===== src/rtl/debounce_pkg.sv =====
// debounce_pkg: shared constants and helpers for the multi-channel debouncer.
// Optional feature macro used by the design files: DEBOUNCE_EDGE_EN
// (enables the registered rise/fall pulse outputs).
package debounce_pkg;

    // Number of flops in each channel's input synchroniser.
    localparam int SYNC_STAGES = 2;

    // Width of the per-channel stability counter: max(1, clog2(stable_cycles)).
    function automatic int cnt_width(input int stable_cycles);
        int w;
        w = $clog2(stable_cycles);
        return (w < 1) ? 1 : w;
    endfunction

    // True when the block parameters describe a buildable debouncer.
    function automatic bit params_ok(input int channels, input int stable_cycles);
        return (channels >= 1) && (stable_cycles >= 1);
    endfunction

endpackage : debounce_pkg


===== src/rtl/debounce_chan.sv =====
// debounce_chan: one debounce channel -- 2-flop synchroniser, stability
// counter, registered debounced level and (with DEBOUNCE_EDGE_EN defined)
// one-cycle rise/fall pulses. Without DEBOUNCE_EDGE_EN the pulse ports are
// tied low and no edge registers exist.
module debounce_chan #(
    parameter int   STABLE_CYCLES = 8,
    parameter logic RESET_VAL     = 1'b0
) (
    input  logic clock,
    input  logic reset_n,
    input  logic sample_en,
    input  logic in,
    output logic out,
    output logic rise,
    output logic fall
);
    import debounce_pkg::*;

    localparam int            CW       = cnt_width(STABLE_CYCLES);
    localparam logic [CW-1:0] CNT_LAST = CW'(STABLE_CYCLES - 1);

    logic [SYNC_STAGES-1:0] r_sync;
    logic                   r_out;
    logic [CW-1:0]          r_cnt;

    logic w_s2;
    logic w_match;
    logic w_accept;

    assign w_s2     = r_sync[SYNC_STAGES-1];
    // An agreeing sample always wins, so abort beats accept on the boundary cycle.
    assign w_match  = (w_s2 == r_out);
    assign w_accept = !w_match && sample_en && (r_cnt == CNT_LAST);

    // Synchronise the raw pin, then qualify any change with the stability counter.
    // NOTE: sequential state uses non-blocking assignments so every flop samples
    // the pre-edge values of its neighbours, which is what makes the
    // synchroniser a real two-stage shift.
    always_ff @(posedge clock or negedge reset_n) begin
        if (!reset_n) begin
            r_sync <= {SYNC_STAGES{RESET_VAL}};
            r_out  <= RESET_VAL;
            r_cnt  <= '0;
        end else begin
            r_sync <= {r_sync[SYNC_STAGES-2:0], in};
            if (w_match) begin
                r_cnt <= '0;
            end else if (w_accept) begin
                r_out <= w_s2;
                r_cnt <= '0;
            end else if (sample_en) begin
                r_cnt <= r_cnt + CW'(1);
            end
        end
    end

    assign out = r_out;

`ifdef DEBOUNCE_EDGE_EN
    logic r_rise;
    logic r_fall;

    // Pulse for exactly the cycle in which the debounced level changes.
    always_ff @(posedge clock or negedge reset_n) begin
        if (!reset_n) begin
            r_rise <= 1'b0;
            r_fall <= 1'b0;
        end else begin
            r_rise <= w_accept &  w_s2;
            r_fall <= w_accept & ~w_s2;
        end
    end

    assign rise = r_rise;
    assign fall = r_fall;
`else
    assign rise = 1'b0;
    assign fall = 1'b0;
`endif

endmodule : debounce_chan


===== src/rtl/debounce_multi.sv =====
// debounce_multi: CHANNELS independent debounce channels sharing only the
// clock, reset and sample-enable tick. Define DEBOUNCE_EDGE_EN to generate
// the rise/fall pulse outputs; otherwise they are constant 0.
module debounce_multi #(
    parameter int   CHANNELS      = 4,
    parameter int   STABLE_CYCLES = 8,
    parameter logic RESET_VAL     = 1'b0
) (
    input  logic                clock,
    input  logic                reset_n,
    input  logic                sample_en,
    input  logic [CHANNELS-1:0] IN,
    output logic [CHANNELS-1:0] OUT,
    output logic [CHANNELS-1:0] rise,
    output logic [CHANNELS-1:0] fall
);
    import debounce_pkg::*;

    // Refuse to elaborate with a zero channel count or zero stability window.
    if (!params_ok(CHANNELS, STABLE_CYCLES)) begin : g_param_err
        $error("debounce_multi: CHANNELS and STABLE_CYCLES must both be >= 1");
    end

    for (genvar i = 0; i < CHANNELS; i++) begin : g_chan
        debounce_chan #(
            .STABLE_CYCLES (STABLE_CYCLES),
            .RESET_VAL     (RESET_VAL)
        ) u_chan (
            .clock     (clock),
            .reset_n   (reset_n),
            .sample_en (sample_en),
            .in        (IN[i]),
            .out       (OUT[i]),
            .rise      (rise[i]),
            .fall      (fall[i])
        );
    end

endmodule : debounce_multi


===== config.mk =====
export PLATFORM = sky130hd
export DESIGN_NAME = debounce_multi
export DESIGN_NICKNAME = d
export VERILOG_FILES = /design/src/rtl/debounce_pkg.sv /design/src/rtl/debounce_chan.sv /design/src/rtl/debounce_multi.sv
export SDC_FILE = /design/constraint.sdc
export NUM_CORES = 1
export LEC_CHECK = 0
export CAP_MARGIN = 20
export CORE_ASPECT_RATIO = 2
export CORE_UTILIZATION = 30
export DETAILED_ROUTE_END_ITERATION = 8
export MAX_ROUTING_LAYER = met4
export PLACE_DENSITY = 0.6
export SLEW_MARGIN = 15
export SYNTH_ARGS = -nofsm -noshare
export SYNTH_HDL_FRONTEND = slang
export SYNTH_SLANG_ARGS = --single-unit

===== constraint.sdc =====
create_clock -name clock -period 3.9 [get_ports clock]
set_input_delay 0.78 -clock clock [delete_from_list [all_inputs] [get_ports clock]]
set_output_delay 0.78 -clock clock [all_outputs]
set_load 0.02 [all_outputs]

==> Yosys cells after proc, flatten, opt, wreduce, memory -nomap -nowiden <==
Index checks and enable logic that the tools add are counted.
W data, S select, Z words.
{ "totals": {"reg_bits": 24, "latchBits": 0, "mem_bits_rw": 0, "mem_bits_ro": 0, "in_bits": 7, "out_inout_bits": 12, "word_cells": 60, "n_memories": 0} }
{ "classes": {"add_sub_neg": 4, "n_mul": 0, "div_mod_pow": 0, "magnitude_cmp": 0, "n_eq_ne": 8, "shifts": 0, "n_mux": 12, "bitwise": 4, "n_reduce_logical": 20} }
{ "ops": {"columns": ["operator", "count"], "rows": [
  ["$mux W3", 12],
  ["$add A3 B1 Y3 const B", 4],
  ["$eq A3 B3 Y1 const B", 4],
  ["$reduce_bool A3 Y1", 4],
  ["$logic_and A1 B1 Y1", 8],
  ["$reduce_and A2 Y1", 4],
  ["$eq A1 B1 Y1", 4],
  ["$logic_not A1 Y1", 4],
  ["$not A1 Y1", 4]
]} }

==> Longest topological paths before layout <==
Gate-level depths: netlist (run 1).
{ "depth": {"ltp_word": 6, "ltp_mapped": 4, "depth_no_buf": 4} }

==> Cells and area by module <==
A second synthesis (run 1) with hierarchy kept.
{ "hier_totals": {"cells_unflattened": 88, "area_unflattened_um2": 1081.0} }
{ "by_module_without_submodules": {"columns": ["mod", "instances", "cells_each", "area_each_um2", "seq_area_each_um2"], "rows": [
  ["debounce_chan", 4, 22, 270.3, 150.1]
]} }

==> Worst setup path after synthesis (run 1) <==
Ideal clock, no wire load.
{ "synth_path": {"path_kind": "input port to flip-flop", "start": "input port sample_en", "end": "register g_chan[1].u_chan.r_out", "setup_ps": 127, "arrival_time_ps": 1269, "t_required_ps": 3773, "path_slack_ps": 2504, "path_stages": 3, "path_buffers": 1, "path_cell_list": "buf_4 -> nand2_1 -> mux2_1"} }
{ "synth_via": {"elab_chain_len": 3} }
{ "synth_rtl": {"columns": ["element", "line_no", "text"], "rows": [
  ["start: declaration", "debounce_multi.sv:11", "input logic sample_en,"],
  ["$logic_and A1 B1 Y1 (2 in a row)", "debounce_chan.sv:33", "assign w_accept = !w_match && sample_en && (r_cnt == CNT_LAST);"],
  ["$reduce_and A2 Y1 (no line)", null, null],
  ["end signal: assignment", "debounce_chan.sv:49", "r_out <= w_s2;"],
  ["end: declaration", "debounce_chan.sv:23", "logic r_out;"]
]} }
No other way between the ends.
A chain may end at the register's enable or synchronous reset.

==> Worst setup path after layout (run 1) <==
{ "layout_path": {"start": "input port sample_en", "end": "register g_chan[3].u_chan.r_cnt[0]"} }
{ "layout_via": {"elab_chain_len": 4, "word_cells_on_any_way": 5, "cone_classes": "mux (2); reduce/logical (3)"} }
{ "layout_rtl": {"columns": ["element", "line_no", "text"], "rows": [
  ["$logic_and A1 B1 Y1 (2 in a row)", "debounce_chan.sv:33", null],
  ["$mux W3", "debounce_chan.sv:48", "end else if (w_accept) begin"],
  ["$mux W3", "debounce_chan.sv:46", "if (w_match) begin"],
  ["end signal: assignment", "debounce_chan.sv:52", "r_cnt <= r_cnt + CW'(1);"],
  ["end: declaration", "debounce_chan.sv:24", "logic [CW-1:0] r_cnt;"]
]} }
Several ways; a longest one is shown, not always the timed one.

==> summary.md, run 1 <==
| Metric | Value |
|---|---|
| Clk buf depth | `2` |
| Largest net degree at the start of global routing | `26` |
| WP data arrival | `about 2.3 ns` |
| DRT Pass-1 Iters | `4` |
| Hold Buf Count CTS | `0` |
| Top Ports | `19` |
| Hold EP | `g_chan[0].u_chan.r_sync[1]$_DFF_PN0_` |
| # setup viols final | `0` |
| Total power | `about 0.45 mW` |
| Setup slack after layout | `1.79 ns` |
| Library cells used by synthesis | `15` |
| CP endpoint kind | `flip-flop` |
| Final Util | `34.7%` |
| Mean Syn Cell Area | `~12 um^2` |
| Worst-skew pair later-pin latency | `about 0.26 ns` |
| Final period utilization | `a little over half` |
| Clock buffer count from CTS | `3` |
| Area share of the largest cell type after synthesis | `53.8%` |
| Post-DP HPWL | `between 1 and 1.5 mm` |
| Max VDD drop | `0.279 mV` |
| Synth area leaders | `dfrtp_1 54%, ha_1 9.0%, buf_4 8.7%` |
| Final #Nets | `115` |
| Post-route ant nets | `0` |
| Routed length per placed instance | `between 10 and 15 um` |
| CTS H-tree depth | `1` |
| First DRT Iteration DRCs | `1` |
| Worst-margin pin slew | `~0.76 ns` |
| Family with the most delay on the worst path | `buffers and inverters` |
| Post-Layout Inst Area | `~0.0012 mm^2` |
| Post-synth top area cell | `dfrtp_1` |
| Logic gate share of total power | `9.2%` |
| CTS tree | `done` |
| Clk_skew | `0.00171 ns` |
| R2R Path End | `g_chan[2].u_chan.r_cnt[0]$_DFFE_PN0P_` |
| Clock transition at path regs | `approximately 0.080 ns` |
| PwrDens | `around 360 mW/mm^2` |
| WL final | `~1.6 mm` |
| Cell Area, Synth | `roughly 0.0011 mm^2` |
| Fmax achieved | `~470 MHz` |
| Switching Share | `between 20 and 25%` |
| Leak | `0.583 nW` |
| Initial Util | `approximately 31%` |
| Most frequent cells in the layout | `24 x dfrtp_1, 9 x nand2b_1, 9 x a21oi_1, 9 x clkdlybuf4s50_1` |
| Seq pwr share | `roughly three fifths` |
| Cells resized by post-CTS repair | `0` |
| N_diodes | `0` |
| Total of max-cap violations | `0` |
| Core Region | `~0.0036 mm^2` |
| GPL Wtd Cong | `around 0.7` |
| CP Launch Type | `input port` |
| CP max stage cell | `clkdlybuf4s50_1` |
| Synth Instances | `92` |
| Sw power | `around 0.1 mW` |
| Slew Limit Fails | `0` |
| Share of cells above drive strength 1 | `slightly above 5%` |
| Ys Warns | `0` |
| Clock Sinks | `24` |
| Setup Total Neg Slack | `0 ns` |
| RSZ-0062 raised after global routing | `false` |
| Max incr delay on CP | `about 0.96 ns` |
| Root Driver | `clkbuf_8` |
| Initial antenna violation count | `0` |
| Number of post-CTS setup repair buffers | `0` |
| Min-Delay Path Depth | `0` |
| Reg-to-Reg Start | `g_chan[2].u_chan.r_cnt[0]$_DFFE_PN0P_` |
| HP Class | `reg -> reg` |
| Synth-to-Final Area Change | `10.9%` |
| Final min period | `2.11 ns` |
| # rows | `31` |
| Post-DP Area | `roughly 0.0012 mm^2` |
| Pre-CTS setup slack | `between 1.5 and 2 ns` |
| Die W | `roughly 45 um` |
| Final hold violation count | `0` |
| R2r worst-path depth | `4` |
| Port buffer count | `10` |
| Commonest non-fill, non-tap cell in the layout | `dfrtp_1` |
| Cell Int Power | `0.345 mW` |
| Post-route DRC violation count | `0` |
| Worst setup path class | `in -> reg` |
| Hold_sp | `g_chan[0].u_chan.r_sync[0]$_DFF_PN0_` |
| Vias in the first global route | `around 700` |
| DR vias | `about 630` |
| Crit path max fanout | `25` |
| Die area | `around 0.004 mm^2` |
| Fill cells | `between 300 and 400` |
| R2R Setup Slk | `between 2 and 2.5 ns` |
| Worst slew margin | `49.5%` |
| Total grt overflow | `0` |
| WP buf/inv | `1` |
| CP Data Required Time | `~4 ns` |
| Total Routing Usage GR | `under 10%` |
| Register area share after synthesis | `a little over half` |
| First-pass GRT wire length | `2.76 mm` |
| Synthesized flop and latch total | `24` |
| Vias per cell | `4.31` |
| Status | `completed` |
| Clk network pwr share | `31.4%` |
| Critical path cell sequence | `clkdlybuf4s50_1, or3b_1, a21oi_1` |
| Die Y | `88.3 um` |
[stage by stage]
stage | cells | hold slack, ns
6_report | 147 | 0.354
2_1_floorplan | 99 | 0.331
5_1_grt | 147 | 0.360
3_3_place_gp | 144 | 0.333
3_5_place_dp | 144 | 0.338
4_1_cts | 147 | 0.357
[cell usage after synthesis]
library cell / instances
xnor2_1: 4
buf_4: 13
conb_1: 1
nor2_1: 3
buf_2: 1
ha_1: 8
mux2i_1: 3
mux2_2: 1
nand2b_1: 9
a21oi_1: 9
mux2_1: 3
nand2_1: 4
or3b_1: 4
nand3b_1: 5
dfrtp_1: 24
[routing by layer]
metal / vias to the layer above / wire (um) / global-route usage (%)
li1: 300 / - / -
met1: 316 / 567 / 8.18
met3: 4 / 36 / 1.22
met2: 13 / 970 / 18.4
met4: 0 / 44 / 6.61
met5: - / 0 / -
[state kept, by name, indices dropped and copies added (netlist names)]
| signal | count |
|---|---|
| g_chan.u_chan.out | 4 |
| g_chan.u_chan.r_cnt | 12 |
| g_chan.u_chan.r_sync | 8 |
[cell families (layout without fill, tap and decap cells)]
group / after synthesis / in the layout / synth area share (%)
AOI/OAI and AO/OA: 9 / 9 / 4.03
buffers and inverters: 14 / 13 / 9.18
adders and majority gates: 8 / 8 / 8.96
xor gates and xnor gates: 4 / 4 / 3.14
muxes: 7 / 7 / 6.72
and+or+nand+nor: 25 / 25 / 13.9
DFF: 24 / 24 / 53.8
other: 1 / 8 / 0.336
[layout make-up]
type                            instances  area (um^2)  share of cell area [%]
Tap cell                               49         61.3                    4.95
Multi-Input combinational cell         61          440                    35.6
Sequential cell                        24          601                    48.5
Timing Repair Buffer                   10         95.1                    7.68
Clock buffer                            3         41.3                    3.33
[worst max-delay path by stage]
stage | startpoint | end | slack (ns) | cells after the start
after global routing | sample_en | g_chan[3].u_chan.r_cnt[0]$_DFFE_PN0P_ | 1.68 | 3
final | sample_en | g_chan[3].u_chan.r_cnt[0]$_DFFE_PN0P_ | 1.79 | 3
after detailed placement | sample_en | g_chan[3].u_chan.r_cnt[0]$_DFFE_PN0P_ | 1.51 | 3
after floorplan | sample_en | g_chan[1].u_chan.out$_DFFE_PN0P_ | 2.50 | 3
after CTS | sample_en | g_chan[3].u_chan.r_cnt[0]$_DFFE_PN0P_ | 1.79 | 3
after global placement | sample_en | g_chan[3].u_chan.r_cnt[0]$_DFFE_PN0P_ | 1.56 | 3
[power by group through the flow]
stage / registers, mW / logic, mW / clock network [mW]
4_1_cts: 0.266 / 0.0429 / 0.147
5_1_grt: 0.268 / 0.0477 / 0.155
3_3_place_gp: 0.270 / 0.0404 / 0
6_report: 0.266 / 0.0413 / 0.141
3_5_place_dp: 0.271 / 0.0427 / 0
2_1_floorplan: 0.269 / 0.0339 / 0
Power figures use the tool's default switching activity.
==> inputs of run 2 (changes only) <==
- clock period: 3.9 -> 2 ns (I/O delays scaled with it)
==> run 2 against run 1 <==
Cell count increased by 1.4%. Sequential power increased by 95%. Hold slack got worse by 0.00095 ns. Total power increased by 96%. Global-route usage increased by 0.27 points. Register-to-register slack got worse by 1.9 ns. Critical path depth decreased by 2. Largest power group unchanged.
==> summary.md, run 2 (same netlist as run 1, synthesis figures left out) <==
| Metric | Value |
|---|---|
| Status | `completed` |
| HP Class | `reg -> reg` |
| First DRT Iteration DRCs | `20` |
| Max incr delay on CP | `0.62 ns` |
| Final period utilization | `about 83%` |
| GPL Wtd Cong | `around 0.7` |
| Cells resized by post-CTS repair | `0` |
| # rows | `31` |
| DRT Pass-1 Iters | `4` |
| Die area | `between 0.003 and 0.004 mm^2` |
| Pre-CTS setup slack | `between 0.2 and 0.3 ns` |
| Vias per cell | `~4.2` |
| Clk_skew | `between 0.001 and 0.0015 ns` |
| Inst Count DP | `~150` |
| Crit path max fanout | `3` |
| Top reg by flops | `g_chan.u_chan.r_cnt` |
| WP data arrival | `roughly 1.3 ns` |
| Post-Layout Inst Area | `roughly 0.0013 mm^2` |
| RSZ-0062 raised after global routing | `false` |
| CP endpoint kind | `output port` |
| Root Driver | `clkbuf_8` |
| # setup viols final | `0` |
| N_diodes | `0` |
| Synth-to-Final Area Change | `12.7%` |
| DR vias | `between 600 and 700` |
| PwrDens | `696 mW/mm^2` |
| Max VDD drop | `between 0.4 and 0.5 mV` |
| Total grt overflow | `0` |
| Top Ports | `19` |
| Commonest non-fill, non-tap cell in the layout | `dfrtp_1` |
| Clock transition at path regs | `approximately 0.080 ns` |
| Slew Limit Fails | `0` |
| CP Launch Type | `flip-flop` |
| Die Y | `roughly 88 um` |
| Core Region | `between 0.003 and 0.004 mm^2` |
| Post-route ant nets | `0` |
| Final hold violation count | `0` |
| Clk buf depth | `2` |
| Clock Sinks | `24` |
| Worst setup path class | `reg -> out` |
| Die W | `between 40 and 50 um` |
| Total power | `slightly below 0.9 mW` |
| CTS H-tree depth | `1` |
| WP buf/inv | `1` |
| Total of max-cap violations | `0` |
| Port buffer count | `10` |
| Layout Cells excl Fill | `149` |
| Final Util | `35.3%` |
| Number of post-CTS setup repair buffers | `0` |
| Share of cells above drive strength 1 | `~6%` |
| WL final | `~1.6 mm` |
| Routed length per placed instance | `10.7 um` |
| CP max stage cell | `clkdlybuf4s50_1` |
| Final min period | `1.67 ns` |
| Post-DP Area | `~0.0012 mm^2` |
| Post-route DRC violation count | `0` |
| Setup slack after layout | `about 0.33 ns` |
| Max reg flops | `12` |
| Fmax achieved | `~600 MHz` |
| Vias in the first global route | `about 680` |
| Largest net degree at the start of global routing | `26` |
| Leak | `about 0.59 nW` |
| Initial antenna violation count | `0` |
| Clock buffer count from CTS | `3` |
| Hold slack | `approximately 0.35 ns` |
| CTS tree | `done` |
| Critical path cell sequence | `clkdlybuf4s50_1` |
| Post-DP HPWL | `around 1.2 mm` |
| CP Data Required Time | `approximately 1.6 ns` |
| Initial Util | `a little under a third` |
| Most frequent cells in the layout | `24 x dfrtp_1, 10 x clkdlybuf4s50_1, 9 x nand2b_1, 9 x a21oi_1` |
| Final #Nets | `117` |
| First-pass GRT wire length | `between 2 and 3 mm` |
| Setup Total Neg Slack | `0 ns` |
| Worst-skew pair later-pin latency | `between 0.2 and 0.3 ns` |
| Family with the most delay on the worst path | `buffers and inverters` |
| Total Routing Usage GR | `a little over 10%` |
| Hold Buf Count CTS | `0` |
## run 2: final timing paths
| path | start | to | slack, ns | depth (start not counted) |
|---|---|---|---|---|
| setup / recovery | g_chan[2].u_chan.out$_DFFE_PN0P_ | OUT[2] | 0.33 | 1 |
| hold / removal | g_chan[1].u_chan.r_sync[0]$_DFF_PN0_ | g_chan[1].u_chan.r_sync[1]$_DFF_PN0_ | 0.35 | 0 |
| setup reg to reg | g_chan[2].u_chan.r_cnt[0]$_DFFE_PN0P_ | g_chan[2].u_chan.r_cnt[0]$_DFFE_PN0P_ | 0.58 | 4 |
| hold reg to reg | g_chan[1].u_chan.r_sync[0]$_DFF_PN0_ | g_chan[1].u_chan.r_sync[1]$_DFF_PN0_ | 0.35 | 0 |
| max in group asynchronous | reset_n | g_chan[0].u_chan.r_cnt[2]$_DFFE_PN0P_ | 1.27 | 2 |
| min in group asynchronous | reset_n | g_chan[3].u_chan.r_sync[0]$_DFF_PN0_ | 0.49 | 2 |
## run 2: area by class of cell
type                       count  area, um^2
clock buffer                   3        41.3
fill                         381        2310
multi-input combinational     61         440
sequential                    24         601
tap                           49        61.3
timing repair buffer          12         115
## run 2: power by group
part | leakage (nW) | switching, mW | internal (mW)
Clock | 0.0216 | 0.139 | 0.135
Combinational | 0.260 | 0.0477 | 0.0363
Sequential | 0.311 | 0.0123 | 0.506
Total | 0.593 | 0.199 | 0.677
## run 2: metal layers
layer,vias to the layer above,routed length [um],GRT usage (%)
met4,0,63,8.26
met5,-,0,-
met2,13,890,17.4
met1,297,599,9.27
met3,5,38,1.22
li1,306,-,-
==> inputs of run 3 (changes only) <==
- clock period: 2 -> 1.65 ns (I/O delays scaled with it)
==> run 3 against run 2 <==
Routed wire length is 3.1% higher. Hold slack worse by 0.00055 ns. Sequential power grew 21%. Non-clock buffer count stayed put. Critical path type unchanged. Register-to-register slack got worse by 0.33 ns.
==> summary.md, run 3 (same netlist as run 1, synthesis figures left out) <==
| Metric | Value |
|---|---|
| First-pass GRT wire length | `2.81 mm` |
| Worst-skew pair later-pin latency | `between 0.2 and 0.3 ns` |
| GPL Wtd Cong | `between 0.6 and 0.7` |
| First DRT Iteration DRCs | `22` |
| N_diodes | `0` |
| Die Y | `~88 um` |
| Number of post-CTS setup repair buffers | `0` |
| Worst setup path class | `reg -> out` |
| Clock buffer count from CTS | `3` |
| Synth-to-Final Area Change | `15.2%` |
| CP Launch Type | `flip-flop` |
| Routed length per placed instance | `about 11 um` |
| RSZ-0062 raised after global routing | `false` |
| Core Region | `approximately 0.0036 mm^2` |
| Status | `completed` |
| Total of max-cap violations | `0` |
| Initial Util | `a little under a third` |
| WP buf/inv | `1` |
| # rows | `31` |
| CP endpoint kind | `output port` |
| Initial antenna violation count | `0` |
| CTS tree | `done` |
| Post-DP HPWL | `1.25 mm` |
| Clock Sinks | `24` |
| DR vias | `approximately 640` |
| HP Class | `reg -> reg` |
| Cells resized by post-CTS repair | `0` |
| Die W | `approximately 45 um` |
| WL final | `roughly 1.6 mm` |
| Setup slack after layout | `about 0.06 ns` |
| Post-route DRC violation count | `0` |
| Post-route ant nets | `0` |
| Max VDD drop | `roughly 0.68 mV` |
| Hold Buf Count CTS | `0` |
| CP Data Required Time | `about 1.3 ns` |
| WP data arrival | `1.26 ns` |
| Vias in the first global route | `around 670` |
| Leak | `between 0.6 and 0.7 nW` |
| Total grt overflow | `0` |
| Most frequent cells in the layout | `24 x dfrtp_1, 9 x nand2b_1, 9 x a21oi_1, 9 x clkdlybuf4s50_1` |
| Critical path cell sequence | `clkdlybuf4s50_1` |
| PwrDens | `873 mW/mm^2` |
| # setup viols final | `0` |
| Commonest non-fill, non-tap cell in the layout | `dfrtp_1` |
| Final min period | `roughly 1.6 ns` |
| Max incr delay on CP | `approximately 0.62 ns` |
| Crit path max fanout | `3` |
| Vias per cell | `4.28` |
| Top reg by flops | `g_chan.u_chan.r_cnt` |
| Family with the most delay on the worst path | `buffers and inverters` |
| Slew Limit Fails | `0` |
| Final period utilization | `approximately 96%` |
| Clock transition at path regs | `0.08 ns` |
| Root Driver | `clkbuf_8` |
| Fmax achieved | `about 630 MHz` |
| Share of cells above drive strength 1 | `6.93%` |
| Port buffer count | `10` |
| Pre-CTS setup slack | `roughly 0.069 ns` |
| CP max stage cell | `clkdlybuf4s50_1` |
| DRT Pass-1 Iters | `2` |
| CTS H-tree depth | `1` |
| Final #Nets | `roughly 120` |
| Largest net degree at the start of global routing | `26` |
| Setup Total Neg Slack | `0 ns` |
| Die area | `roughly 0.0040 mm^2` |
| Final hold violation count | `0` |
| Top Ports | `19` |
| Total Routing Usage GR | `10.3%` |
| Clk_skew | `about 0.0015 ns` |
| Max reg flops | `12` |
| Clk buf depth | `2` |
[run 3: cell count changes in the layout (fill, tap and decap cells not counted)]
cell             delta
buf_12              +1
buf_4               -1
clkbuf_8            +1
clkdlybuf4s50_1     -1
dlymetal6s2s_1      +1
[run 3: cell type report]
class / instances / area [um^2]
repair buffers: 12 / 130
fillers: 396 / 2280
flip-flops and latches: 24 / 601
clock buffers: 4 / 55.1
well taps: 49 / 61.3
multi-input cells: 61 / 440
[run 3: per-stage QoR]
step | area [um^2] | hold WS [ns] | utilization [%] | cells | power (mW)
floorplan | 1140 | 0.0344 | - | 99 | 0.716
global placement | 1230 | 0.333 | 34.5 | 146 | 0.741
detailed placement | 1230 | 0.335 | 34.5 | 146 | 0.748
CTS | 1280 | 0.354 | 36.0 | 150 | 1.15
global route | 1290 | 0.367 | 36.1 | 150 | 1.19
finish | 1290 | 0.352 | 36.1 | 150 | 1.12
[run 3: final timing paths]
kind,startpoint,slack (ns),cells after the start,to
min in group asynchronous,reset_n,0.41,2,g_chan[3].u_chan.r_sync[0]$_DFF_PN0_
worst min register to register,g_chan[1].u_chan.r_sync[0]$_DFF_PN0_,0.35,0,g_chan[1].u_chan.r_sync[1]$_DFF_PN0_
worst min-delay path,g_chan[1].u_chan.r_sync[0]$_DFF_PN0_,0.35,0,g_chan[1].u_chan.r_sync[1]$_DFF_PN0_
worst max register to register,g_chan[2].u_chan.r_cnt[0]$_DFFE_PN0P_,0.25,4,g_chan[2].u_chan.r_cnt[0]$_DFFE_PN0P_
worst max-delay path,g_chan[3].u_chan.out$_DFFE_PN0P_,0.06,1,OUT[3]
max in group asynchronous,reset_n,1.01,2,g_chan[0].u_chan.r_cnt[1]$_DFFE_PN0P_
[run 3: metal layers]
metal	part of all wire, %	up-vias	routed length, um	global-route usage, %
li1	-	304	-	-
met1	36	321	583	9.17
met2	59	13	968	18.2
met3	2.6	4	43	1.22
met4	2.8	0	46	8.26
met5	0	-	0	-
[run 3: report_power, final]
part,total [mW],internal [mW],switching (mW)
Combinational,0.105,0.0472,0.0577
Clock,0.391,0.213,0.178
Sequential,0.629,0.613,0.0157
Total,1.12,0.873,0.251
